==> config.mk <==
export PLATFORM = sky130hd
export DESIGN_NAME = updn_cmd_conditioner_flat
export DESIGN_NICKNAME = d
export VERILOG_FILES = /design/src/rtl/updn_cmd_conditioner_if.sv /design/src/rtl/updn_cmd_conditioner.sv /design/src/flat_wrapper.sv
export SDC_FILE = /design/constraint.sdc
export NUM_CORES = 1
export LEC_CHECK = 0
export BUFFER_PORTS_ARGS = -buffer_cell sky130_fd_sc_hd__buf_4
export CAP_MARGIN = 20
export CORE_MARGIN = 10
export CORE_UTILIZATION = 50
export DETAILED_ROUTE_END_ITERATION = 8
export GPL_TIMING_DRIVEN = 0
export PLACE_DENSITY = 0.79
export REMOVE_ABC_BUFFERS = 1
export SYNTH_ARGS = -nofsm -noshare
export SYNTH_HDL_FRONTEND = slang
export SYNTH_SLANG_ARGS = --single-unit
==> constraint.sdc <==
create_clock -name clk -period 1.22 [get_ports clk]
set_input_delay 0.061 -clock clk [delete_from_list [all_inputs] [get_ports clk]]
set_output_delay 0.061 -clock clk [all_outputs]
set_load 0.005 [all_outputs]
==> src/rtl/updn_cmd_conditioner_if.sv <==
// Command bus from the button conditioner to the 5-bit up/down counter.
// The conditioner drives the bus (master); the counter consumes it (slave).
interface updn_cmd_conditioner_if;
    logic       up_pulse;
    logic       dn_pulse;
    logic       load_pulse;
    logic [4:0] load_val;

    modport master (
        output up_pulse,
        output dn_pulse,
        output load_pulse,
        output load_val
    );

    modport slave (
        input up_pulse,
        input dn_pulse,
        input load_pulse,
        input load_val
    );
endinterface

==> src/rtl/updn_cmd_conditioner.sv <==
// Conditions three raw pushbuttons and a slide-switch bank into one-cycle
// commands for a 5-bit up/down counter. Each input is synchronized, each
// button is debounced independently, debounced presses latch a pending bit,
// and a fixed-priority arbiter (load > down > up) issues at most one
// registered command per cycle.
module updn_cmd_conditioner #(
    parameter int DEBOUNCE_CYCLES = 16
) (
    input  logic                          clk,
    input  logic                          rst_n,
    input  logic                          btn_up_raw,
    input  logic                          btn_dn_raw,
    input  logic                          btn_load_raw,
    input  logic [4:0]                    sw_in,
    updn_cmd_conditioner_if.master        cmd
);

    localparam int CNT_W = $clog2(DEBOUNCE_CYCLES + 1);
    localparam logic [CNT_W-1:0] CNT_LAST = CNT_W'(DEBOUNCE_CYCLES - 1);

    // Button bit order everywhere: [0] up, [1] down, [2] load.
    logic [2:0]            btn_meta;
    logic [2:0]            btn_sync;
    logic [4:0]            sw_meta;
    logic [4:0]            sw_sync;
    logic [2:0]            deb;
    logic [2:0][CNT_W-1:0] cnt;
    logic [2:0]            rise;
    logic [2:0]            pend;
    logic [2:0]            grant;

    // Two-flop synchronizers for all asynchronous inputs.
    always_ff @(posedge clk or negedge rst_n) begin
        if (!rst_n) begin
            btn_meta <= '0;
            btn_sync <= '0;
            sw_meta  <= '0;
            sw_sync  <= '0;
        end else begin
            btn_meta <= {btn_load_raw, btn_dn_raw, btn_up_raw};
            btn_sync <= btn_meta;
            sw_meta  <= sw_in;
            sw_sync  <= sw_meta;
        end
    end

    // Per-button debouncer: accept a new level after DEBOUNCE_CYCLES
    // consecutive differing samples; any agreeing sample restarts the count.
    always_ff @(posedge clk or negedge rst_n) begin
        if (!rst_n) begin
            deb <= '0;
            cnt <= '0;
        end else begin
            for (int i = 0; i < 3; i++) begin
                if (btn_sync[i] == deb[i]) begin
                    cnt[i] <= '0;
                end else if (cnt[i] == CNT_LAST) begin
                    deb[i] <= btn_sync[i];
                    cnt[i] <= '0;
                end else begin
                    cnt[i] <= cnt[i] + CNT_W'(1);
                end
            end
        end
    end

    // Debounced 0->1 transition, taking effect on the same edge as the level update.
    always_comb begin
        rise = '0;
        for (int i = 0; i < 3; i++) begin
            rise[i] = btn_sync[i] && !deb[i] && (cnt[i] == CNT_LAST);
        end
    end

    // Fixed-priority grant from the registered pending bits only, so a bit
    // can never be set and issued on the same edge.
    always_comb begin
        grant = 3'b000;
        if (pend[2]) begin
            grant = 3'b100;
        end else if (pend[1]) begin
            grant = 3'b010;
        end else if (pend[0]) begin
            grant = 3'b001;
        end
    end

    // Pending bits: set by a debounced press (merging repeats), cleared on issue.
    always_ff @(posedge clk or negedge rst_n) begin
        if (!rst_n) begin
            pend <= '0;
        end else begin
            pend <= (pend & ~grant) | rise;
        end
    end

    // Registered command outputs; load_val captures the switches only on a load.
    always_ff @(posedge clk or negedge rst_n) begin
        if (!rst_n) begin
            cmd.up_pulse   <= 1'b0;
            cmd.dn_pulse   <= 1'b0;
            cmd.load_pulse <= 1'b0;
            cmd.load_val   <= '0;
        end else begin
            cmd.up_pulse   <= grant[0];
            cmd.dn_pulse   <= grant[1];
            cmd.load_pulse <= grant[2];
            if (grant[2]) begin
                cmd.load_val <= sw_sync;
            end
        end
    end

endmodule

==> src/flat_wrapper.sv <==
// flat-port wrapper written by rule: the top's interface ports become plain ports
module updn_cmd_conditioner_flat 
#(
    parameter int DEBOUNCE_CYCLES = 16
)
  (clk, rst_n, btn_up_raw, btn_dn_raw, btn_load_raw, sw_in, cmd_up_pulse, cmd_dn_pulse, cmd_load_pulse, cmd_load_val);
  updn_cmd_conditioner_if cmd_i ();
  input  logic clk;
  input  logic rst_n;
  input  logic btn_up_raw;
  input  logic btn_dn_raw;
  input  logic btn_load_raw;
  input  logic [4:0] sw_in;
  output wire logic [$bits(cmd_i.up_pulse)-1:0] cmd_up_pulse;
  output wire logic [$bits(cmd_i.dn_pulse)-1:0] cmd_dn_pulse;
  output wire logic [$bits(cmd_i.load_pulse)-1:0] cmd_load_pulse;
  output wire logic [$bits(cmd_i.load_val)-1:0] cmd_load_val;
  assign cmd_up_pulse = cmd_i.up_pulse;
  assign cmd_dn_pulse = cmd_i.dn_pulse;
  assign cmd_load_pulse = cmd_i.load_pulse;
  assign cmd_load_val = cmd_i.load_val;
  updn_cmd_conditioner #(.DEBOUNCE_CYCLES(DEBOUNCE_CYCLES)) u_core (.clk(clk), .rst_n(rst_n), .btn_up_raw(btn_up_raw), .btn_dn_raw(btn_dn_raw), .btn_load_raw(btn_load_raw), .sw_in(sw_in), .cmd(cmd_i));
endmodule
==> results.json, run 1 <==
{
  "rsz0062_at_grt": "true",
  "first_iter_violations": 63,
  "violations": "setup timing",
  "cp_max_fo": 2,
  "cp_cell_sequence": "ha_4, nor3_4, mux2_4",
  "cts-root-buf": "clkbuf_4",
  "clk_path_buf_depth": 2,
  "p_leak_nw": 1.037,
  "io-pin-count": 18,
  "first_global_vias": 1040,
  "finalCriticalPeriod_ns": 1.281,
  "slowest_delay_ns": 0.43,
  "setup_ws_ns": -0.06083,
  "grt_pass1_wl_mm": 4.754,
  "setup_viol": 2,
  "clock_latency_ns": 0.34,
  "reg2reg_depth": 3,
  "start_util_pct": 52.07,
  "ys_seq_area_share_pct": 71.43,
  "ys_seq_elements": 45,
  "reg2reg_to": "u_core.deb[1]",
  "endpoint": "u_core.deb[1]",
  "synth.avg_cell_area_um2": 14.60,
  "status": "complete, but fails checks",
  "drive_above_1_share_pct": 37.09,
  "core_um2": 3028,
  "grt_use_met2_pct": 16.75,
  "yosys.area.top_type": "dfrtp_1",
  "grt.overflow.total": 0,
  "worstHoldPathType": "primary input to async pin",
  "final_nets": 167,
  "syn-instance-count": 108,
  "grt_max_degree": 46,
  "wl_per_cell_um": 13.51,
  "tritoncts": "built",
  "die_y_um": 76.15,
  "layout_worst_path_cycle_share_pct": 105.0,
  "final_core_util_pct": 69.38,
  "netlist_area_um2": 1577,
  "die_width_um": 76.15,
  "dpl_cell_area_um2": 1754,
  "clk_pin_slew_ns": 0.11,
  "layout.cells.most_common": "dfrtp_1",
  "dpl.hpwl_mm": 1.618,
  "numCtsBuffers": 5,
  "synthDominantCellAreaShare_pct": 71.43,
  "crit_start": "u_core.btn_sync[1]",
  "gp_congestion": 0.7031,
  "max_cap_violations": 0,
  "grt-busiest-layer": "met2",
  "max_clock_freq_mhz": 780.7,
  "layoutNonFillerInstCount": 195,
  "die-area_um2": 5799,
  "final_cell_mix": "dfrtp_1 (45), buf_4 (28), nor2_1 (11)",
  "antennaDiodeCount": 0,
  "netlist_top_cells_area": "dfrtp_1 (71%), ha_1 (4.8%), mux2_2 (4.3%)",
  "cp.required_ns": 1.45,
  "cts.sinks": 45,
  "max-slew-margin-rel_pct": 64.82,
  "grt_antenna_before_repair": 0,
  "grt_use_met3_pct": 5.189,
  "vias": 920,
  "skew_ns": 0.003073,
  "cts-htree-levels": 2,
  "startpoint_type": "flip-flop",
  "finalMaxSlewViolations": 0,
  "crit_arrival_ns": 1.51,
  "vdd_drop_max_v": 0.0009002,
  "antenna_left": 0,
  "grt_use_met1_pct": 10.60,
  "vias_per_cell": 4.718,
  "r2r_start": "u_core.btn_sync[1]",
  "r2r_slack_ns": -0.06,
  "io_buffers": 17,
  "synth.distinct_cells": 22,
  "wl_mm": 2.634,
  "cp-end-kind": "flip-flop",
  "yosys_warnings": 0,
  "final_cell_area_um2": 2101,
  "rows": 20,
  "critPathSlowestCell": "dfrtp_1",
  "firstDrtPassIters": 2,
  "track_usage_pct": 9.980,
  "area_growth_pct": 33.25,
  "drc_errors": 0,
  "worstSetupPathType": "flip-flop to flip-flop",
  "tightest_slew_ns": 0.5277,
  "power.density_nw_per_um2": 1161,
  "finalHoldViolations": 0,
  "dpl.cell_count": 168
}
cell families (layout without fill, tap and decap cells):
kind of cell,count (synthesis),after routing,share of synthesized area [%]
adder cells (fa/ha/maj),6,6,4.762
buffers and inverters,9,52,2.222
AND/OR/NAND/NOR,30,30,10.79
AO/OA/AOI/OAI,4,4,1.746
XOR/XNOR,6,6,3.334
flip-flops,45,45,71.43
multiplexers,8,8,5.714
registers in the layout, summed over array words and instances, names as in the netlist:
| register | count |
|---|---|
| u_core.btn_meta | 3 |
| u_core.btn_sync | 3 |
| u_core.cmd.dn_pulse | 1 |
| u_core.cmd.load_pulse | 1 |
| u_core.cmd.load_val | 5 |
| u_core.cmd.up_pulse | 1 |
| u_core.cnt | 15 |
| u_core.deb | 3 |
| u_core.pend | 3 |
| u_core.sw_meta | 5 |
| u_core.sw_sync | 5 |
Yosys cell counts:
cell type   n
nor2b_1     2
mux2_1      2
nor3_1      2
xor2_1      3
a311oi_1    1
nor2_1     12
xnor2_1     3
inv_1       8
nor3b_1     1
nor2_2      1
nand3_1     5
a22o_1      1
o21ai_0     2
ha_1        6
nor3_2      1
nand4b_1    1
mux2_2      6
nand2b_1    2
and3b_1     2
nand4b_2    1
dfrtp_1    45
buf_2       1
metal layers:
metal  routed length (um)  vias to the layer above
li1                     -                      439
met3                  152                        2
met1                 1112                      459
met2                 1342                       20
met4                   27                        0
met5                    0                        -
power breakdown:
| group | internal (W) | total (W) | switching [W] |
|---|---|---|---|
| logic | 0.000104 | 0.000181 | 0.0000774 |
| clock network | 0.000273 | 0.000680 | 0.000407 |
| registers | 0.00154 | 0.00158 | 0.0000378 |
cell type report:
| type | instances | area [um^2] |
|---|---|---|
| flip-flops and latches | 45 | 1126 |
| fillers | 208 | 927.1 |
| multi-input cells | 54 | 534.3 |
| repair buffers | 37 | 300.3 |
| clock buffers | 7 | 55.05 |
| well taps | 44 | 55.05 |
| inverters | 8 | 30.03 |
worst max-delay path, delay by kind of cell (launching register included):
| family | cells | cell delay [ns] |
|---|---|---|
| simple gates | 1 | 0.17 |
| mux | 1 | 0.31 |
| flops | 1 | 0.43 |
| fa+ha+maj | 1 | 0.26 |
through the flow:
stage          power (W)  worst slack (ns)  hold WS (ns)  setup TNS, ns
2_1_floorplan   0.001644          -0.09893       -0.2346       -0.09893
3_3_place_gp    0.001700           -0.1389       0.07096        -0.2479
3_5_place_dp    0.001713           -0.1721       0.08090        -0.4074
4_1_cts         0.002448          -0.08948        0.2402        -0.1679
5_1_grt         0.002572           -0.1118        0.2724        -0.2469
6_report        0.002440          -0.06083        0.2456        -0.1201
what timing repair did:
action | in CTS | in global routing
hold buffers | 9 | 0
pin swaps | 6 | 6
setup buffers | 8 | 3
endpoints found under the hold margin | 53 | 0
setup endpoints to repair | 3 | 5
gates resized for setup | 13 | 7
how the worst min path moves through the flow:
stage	start	endpoint	slack [ns]	cells past startpoint
finish	rst_n	u_core.sw_sync[1]	0.25	2
global route	rst_n	u_core.sw_sync[4]	0.27	2
CTS	rst_n	u_core.sw_sync[4]	0.24	2
detailed placement	rst_n	u_core.cmd.load_val[0]	0.08	1
global placement	rst_n	u_core.sw_sync[0]	0.07	1
floorplan	rst_n	u_core.btn_meta[0]	-0.23	0
No activity file was read; power rests on OpenSTA's default activity.
==> inputs of run 2 (changes only) <==
--- a/config.mk
+++ b/config.mk
@@ -7,12 +7,11 @@
 export LEC_CHECK = 0
 export BUFFER_PORTS_ARGS = -buffer_cell sky130_fd_sc_hd__buf_4
 export CAP_MARGIN = 20
-export CORE_MARGIN = 10
-export CORE_UTILIZATION = 50
+export CORE_MARGIN = 2
+export CORE_UTILIZATION = 40
 export DETAILED_ROUTE_END_ITERATION = 8
 export GPL_TIMING_DRIVEN = 0
-export PLACE_DENSITY = 0.79
-export REMOVE_ABC_BUFFERS = 1
+export PLACE_DENSITY = 0.66
 export SYNTH_ARGS = -nofsm -noshare
 export SYNTH_HDL_FRONTEND = slang
 export SYNTH_SLANG_ARGS = --single-unit
==> results.json, run 2 (synthesis gave the netlist of run 1 again) <==
{
  "setup_ws_ns": -0.03963,
  "clk_path_buf_depth": 2,
  "violations": "setup timing",
  "area_growth_pct": 36.67,
  "die_y_um": 66.78,
  "start_util_pct": 42.42,
  "layout.cells.most_common": "dfrtp_1",
  "clk_pin_slew_ns": 0.08,
  "dp_slack_ns": -0.1395,
  "die-area_um2": 4460,
  "wl_met2_mm": 1.386,
  "clock_latency_ns": 0.30,
  "max_cap_violations": 0,
  "drive_above_1_share_pct": 38.82,
  "final_nets": 167,
  "wl_per_cell_um": 12.45,
  "io-pin-count": 18,
  "tritoncts": "built",
  "status": "complete, but fails checks",
  "grt_max_degree": 46,
  "layout_worst_path_cycle_share_pct": 103.2,
  "dr_wl_met3_um": 125,
  "worstSetupPathType": "flip-flop to flip-flop",
  "rows": 22,
  "grt.overflow.total": 0,
  "track_usage_pct": 13.81,
  "max-slew-margin-rel_pct": 64.01,
  "finalMaxSlewViolations": 0,
  "vias_per_cell": 4.715,
  "dpl.cell_count": 173,
  "firstDrtPassIters": 4,
  "top_layer": "met4",
  "wl_met1_um": 974,
  "synth_nets": 124,
  "cp-end-kind": "flip-flop",
  "wl_mm": 2.490,
  "cp_cell_sequence": "ha_2, nand4b_1, nor2_2, mux2_4",
  "layoutNonFillerInstCount": 200,
  "cts.sinks": 45,
  "final_core_util_pct": 57.98,
  "cp.required_ns": 1.41,
  "p_leak_nw": 1.062,
  "crit_arrival_ns": 1.45,
  "gp_congestion": 0.7133,
  "r2r_start": "u_core.cnt[0]",
  "startpoint_type": "flip-flop",
  "antennaDiodeCount": 0,
  "grt_pass1_wl_mm": 4.333,
  "grt_antenna_before_repair": 0,
  "regMostFlops": "u_core.cnt",
  "tightest_slew_ns": 0.5398,
  "core_um2": 3716,
  "drc_errors": 0,
  "cts-htree-levels": 2,
  "slowest_delay_ns": 0.38,
  "vdd_drop_max_v": 0.0007630,
  "vias": 943,
  "antenna_left": 0,
  "nFillCells": 304,
  "die_width_um": 66.78,
  "rsz0062_at_grt": "true",
  "first_global_vias": 998,
  "finalCriticalPeriod_ns": 1.260,
  "numCtsBuffers": 5,
  "final_cell_mix": "dfrtp_1 (45), buf_4 (27), nor2_1 (10)",
  "dpl.hpwl_mm": 1.568,
  "crit_start": "u_core.cnt[0]",
  "cp_max_fo": 2,
  "r2r_slack_ns": -0.04,
  "power.density_nw_per_um2": 1319,
  "setup_viol": 3,
  "critPathSlowestCell": "dfrtp_1",
  "cts-root-buf": "clkbuf_8",
  "max_clock_freq_mhz": 793.9,
  "first_iter_violations": 56,
  "finalHoldViolations": 0,
  "skew_ns": 0.008738,
  "worstHoldPathType": "primary input to async pin",
  "largest_register_ffs": 15,
  "io_buffers": 17
}
[run 2: cell count changes in the layout (fill, tap and decap cells not counted), sizes merged]
cell | previous run | this run
bufinv | 0 | 1
clkinv | 0 | 1
clkbuf | 7 | 6
[run 2: what timing repair did]
action                                  in CTS  in global routing
gates resized for setup                     10                  6
hold buffers                                 9                  0
pin swaps                                    5                  5
endpoints found under the setup margin       3                  7
endpoints found under the hold margin       53                  0
setup buffers                                8                  3
[run 2: report_power, final]
group	internal, W	switching (W)
clock	0.000614	0.000473
combinational	0.000102	0.0000762
sequential	0.00154	0.0000351
[run 2: final timing paths]
kind	end	cells past startpoint
max	u_core.deb[0]	4
min	u_core.btn_meta[0]	2
max reg2reg	u_core.deb[0]	4
min reg2reg	u_core.sw_sync[4]	0
max in group asynchronous	u_core.sw_sync[4]	2
min in group clk	u_core.sw_sync[4]	0
[run 2: stage by stage]
stage	hold slack [ns]	total power, W	TNS, ns	area, um^2
after global placement	0.07846	0.001707	-0.1571	1788
after global routing	0.3492	0.002995	-0.2792	2155
after detailed placement	0.08536	0.001717	-0.2878	1788
after floorplan	-0.2346	0.001648	-0.01078	1600
final	0.2912	0.002841	-0.06960	2155
after CTS	0.3032	0.002861	-0.06740	2111
[run 2: area by class of cell]
class / count / area [um^2] / area share (%)
tap: 48 / 60.06 / 2.787
inverter: 8 / 30.03 / 1.394
timing repair buffer: 36 / 292.8 / 13.59
multi-input combinational: 54 / 529.3 / 24.56
clock buffer: 6 / 72.57 / 3.368
clock inverter: 2 / 38.79 / 1.800
sequential: 45 / 1126 / 52.26
buffer: 1 / 5.005 / 0.2323
[run 2: critical path: cells and delay by family (launching register included)]
family,cells,cell delay [ns]
fa+ha+maj,1,0.19
flops,1,0.38
mux,1,0.31
simple gates,2,0.27
[run 2: per-layer routing]
metal	GRT usage (%)	up-vias
li1	-	442
met1	14.62	476
met2	23.88	23
met3	5.743	2
met4	6.122	0
met5	0	-
==> inputs of run 3 (changes only) <==
--- a/config.mk
+++ b/config.mk
@@ -9,9 +9,11 @@
 export CAP_MARGIN = 20
 export CORE_MARGIN = 2
 export CORE_UTILIZATION = 40
+export CTS_CLUSTER_SIZE = 25
 export DETAILED_ROUTE_END_ITERATION = 8
 export GPL_TIMING_DRIVEN = 0
 export PLACE_DENSITY = 0.66
+export SKIP_CTS_REPAIR_TIMING = 1
 export SYNTH_ARGS = -nofsm -noshare
 export SYNTH_HDL_FRONTEND = slang
 export SYNTH_SLANG_ARGS = --single-unit
==> results.json, run 3 (synthesis gave the netlist of run 1 again) <==
{
  "wl_mm": 2.427,
  "critPathSlowestCell": "dfrtp_1",
  "slowest_delay_ns": 0.41,
  "rows": 22,
  "io-pin-count": 18,
  "final_core_util_pct": 57.37,
  "cp.required_ns": 1.41,
  "grt_max_degree": 46,
  "tightest_slew_ns": 0.5436,
  "grt_antenna_before_repair": 0,
  "first_global_vias": 895,
  "clk_pin_slew_ns": 0.08,
  "r2r_start": "u_core.cnt[0]",
  "whs_ns": 0.2839,
  "finalMaxSlewViolations": 0,
  "drc_errors": 0,
  "violations": "setup timing",
  "tritoncts": "built",
  "crit_arrival_ns": 1.48,
  "cpLargestDelayFamily": "flip-flops",
  "wl_per_cell_um": 12.38,
  "antenna_left": 0,
  "start_util_pct": 42.42,
  "grt_pass1_wl_mm": 3.891,
  "die_y_um": 66.78,
  "cts-htree-levels": 2,
  "drive_above_1_share_pct": 35.14,
  "power.density_nw_per_um2": 1329,
  "firstDrtPassIters": 4,
  "die_width_um": 66.78,
  "startpoint_type": "flip-flop",
  "max-slew-margin-rel_pct": 63.76,
  "first_iter_violations": 46,
  "clk_path_buf_depth": 2,
  "vdd_drop_max_v": 0.0007603,
  "swShare_pct": 20.58,
  "layout_worst_path_cycle_share_pct": 105.5,
  "max_cap_violations": 0,
  "final_nets": 163,
  "max_clock_freq_mhz": 777.1,
  "gp_congestion": 0.7133,
  "skew_ns": 0.006997,
  "worstSetupPathType": "flip-flop to flip-flop",
  "cts.sinks": 45,
  "p_switching_w": 0.0005831,
  "antennaDiodeCount": 0,
  "reg2reg_depth": 4,
  "io_buffers": 17,
  "finalHoldViolations": 0,
  "area_growth_pct": 35.24,
  "r2r_slack_ns": -0.07,
  "cp_max_fo": 3,
  "rsz0062_at_grt": "true",
  "cp_cell_sequence": "ha_4, nand4b_1, nor2_2, mux2_4",
  "numCtsBuffers": 5,
  "synth_nets": 124,
  "path_buf_inv": 0,
  "final_cell_mix": "dfrtp_1 (45), buf_4 (23), nor2_1 (11)",
  "vias_per_cell": 4.679,
  "cp-end-kind": "flip-flop",
  "worstHoldPathType": "primary input to async pin",
  "track_usage_pct": 12.50,
  "pwr-share-clk_pct": 38.4,
  "vias": 917,
  "finalCriticalPeriod_ns": 1.287,
  "reg2reg_to": "u_core.deb[0]",
  "p_leak_nw": 1.041,
  "setup_ws_ns": -0.06686,
  "clock_latency_ns": 0.30,
  "pwr-share-seq_pct": 55.8,
  "core_um2": 3716,
  "layout.cells.most_common": "dfrtp_1",
  "comb_power_share_pct": 5.9,
  "largest_register_ffs": 15,
  "die-area_um2": 4460,
  "cts-root-buf": "clkbuf_8",
  "p_int_w": 0.002250,
  "setup_viol": 3,
  "grt.overflow.total": 0,
  "nFillCells": 304,
  "status": "complete, but fails checks",
  "dpl.hpwl_mm": 1.568,
  "regMostFlops": "u_core.cnt"
}
[run 3: worst max-delay path by stage]
stage | from | to | slack [ns] | cells after the start
3_3_place_gp | u_core.cnt[0] | u_core.deb[0] | -0.07 | 4
3_5_place_dp | u_core.cnt[0] | u_core.deb[0] | -0.14 | 4
5_1_grt | u_core.cnt[0] | u_core.deb[0] | -0.13 | 4
6_report | u_core.cnt[0] | u_core.deb[0] | -0.07 | 4
4_1_cts | u_core.cnt[0] | u_core.deb[0] | -0.15 | 4
2_1_floorplan | u_core.cnt[5] | u_core.deb[1] | -0.01 | 4
[run 3: layout make-up]
class | count | area (um^2) | area share [%]
buffer | 1 | 5.005 | 0.2347
inverter | 8 | 30.03 | 1.408
sequential | 45 | 1126 | 52.82
multi-input combinational | 54 | 536.8 | 25.18
clock buffer | 6 | 72.57 | 3.404
clock inverter | 2 | 38.79 | 1.819
timing repair buffer | 32 | 262.8 | 12.32
tap | 48 | 60.06 | 2.817
[run 3: power groups by stage]
stage | Sequential [W] | Combinational (W) | Clock [W]
6_report | 0.00158 | 0.000166 | 0.00109
5_1_grt | 0.00159 | 0.000195 | 0.00120
4_1_cts | 0.00157 | 0.000119 | 0.00112
3_5_place_dp | 0.00160 | 0.000118 | 0
3_3_place_gp | 0.00160 | 0.000111 | 0
2_1_floorplan | 0.00159 | 0.0000557 | 0
[run 3: per-stage QoR]
| stage | total power (W) | std cells | TNS (ns) | setup slack [ns] | instance area, um^2 |
|---|---|---|---|---|---|
| 2_1_floorplan | 0.001648 | 108 | -0.01078 | -0.01078 | 1600 |
| 3_3_place_gp | 0.001707 | 173 | -0.1571 | -0.06620 | 1788 |
| 3_5_place_dp | 0.001717 | 173 | -0.2878 | -0.1395 | 1788 |
| 4_1_cts | 0.002808 | 181 | -0.3409 | -0.1484 | 1899 |
| 5_1_grt | 0.002985 | 196 | -0.3044 | -0.1303 | 2132 |
| 6_report | 0.002833 | 196 | -0.1258 | -0.06686 | 2132 |
[run 3: per-layer routing]
layer / GRT usage, % / up-vias / routed length [um]
met2: 20.75 / 17 / 1318
li1: - / 434 / -
met1: 13.39 / 463 / 965
met5: 0 / - / 0
met4: 6.122 / 0 / 25
met3: 5.743 / 3 / 119
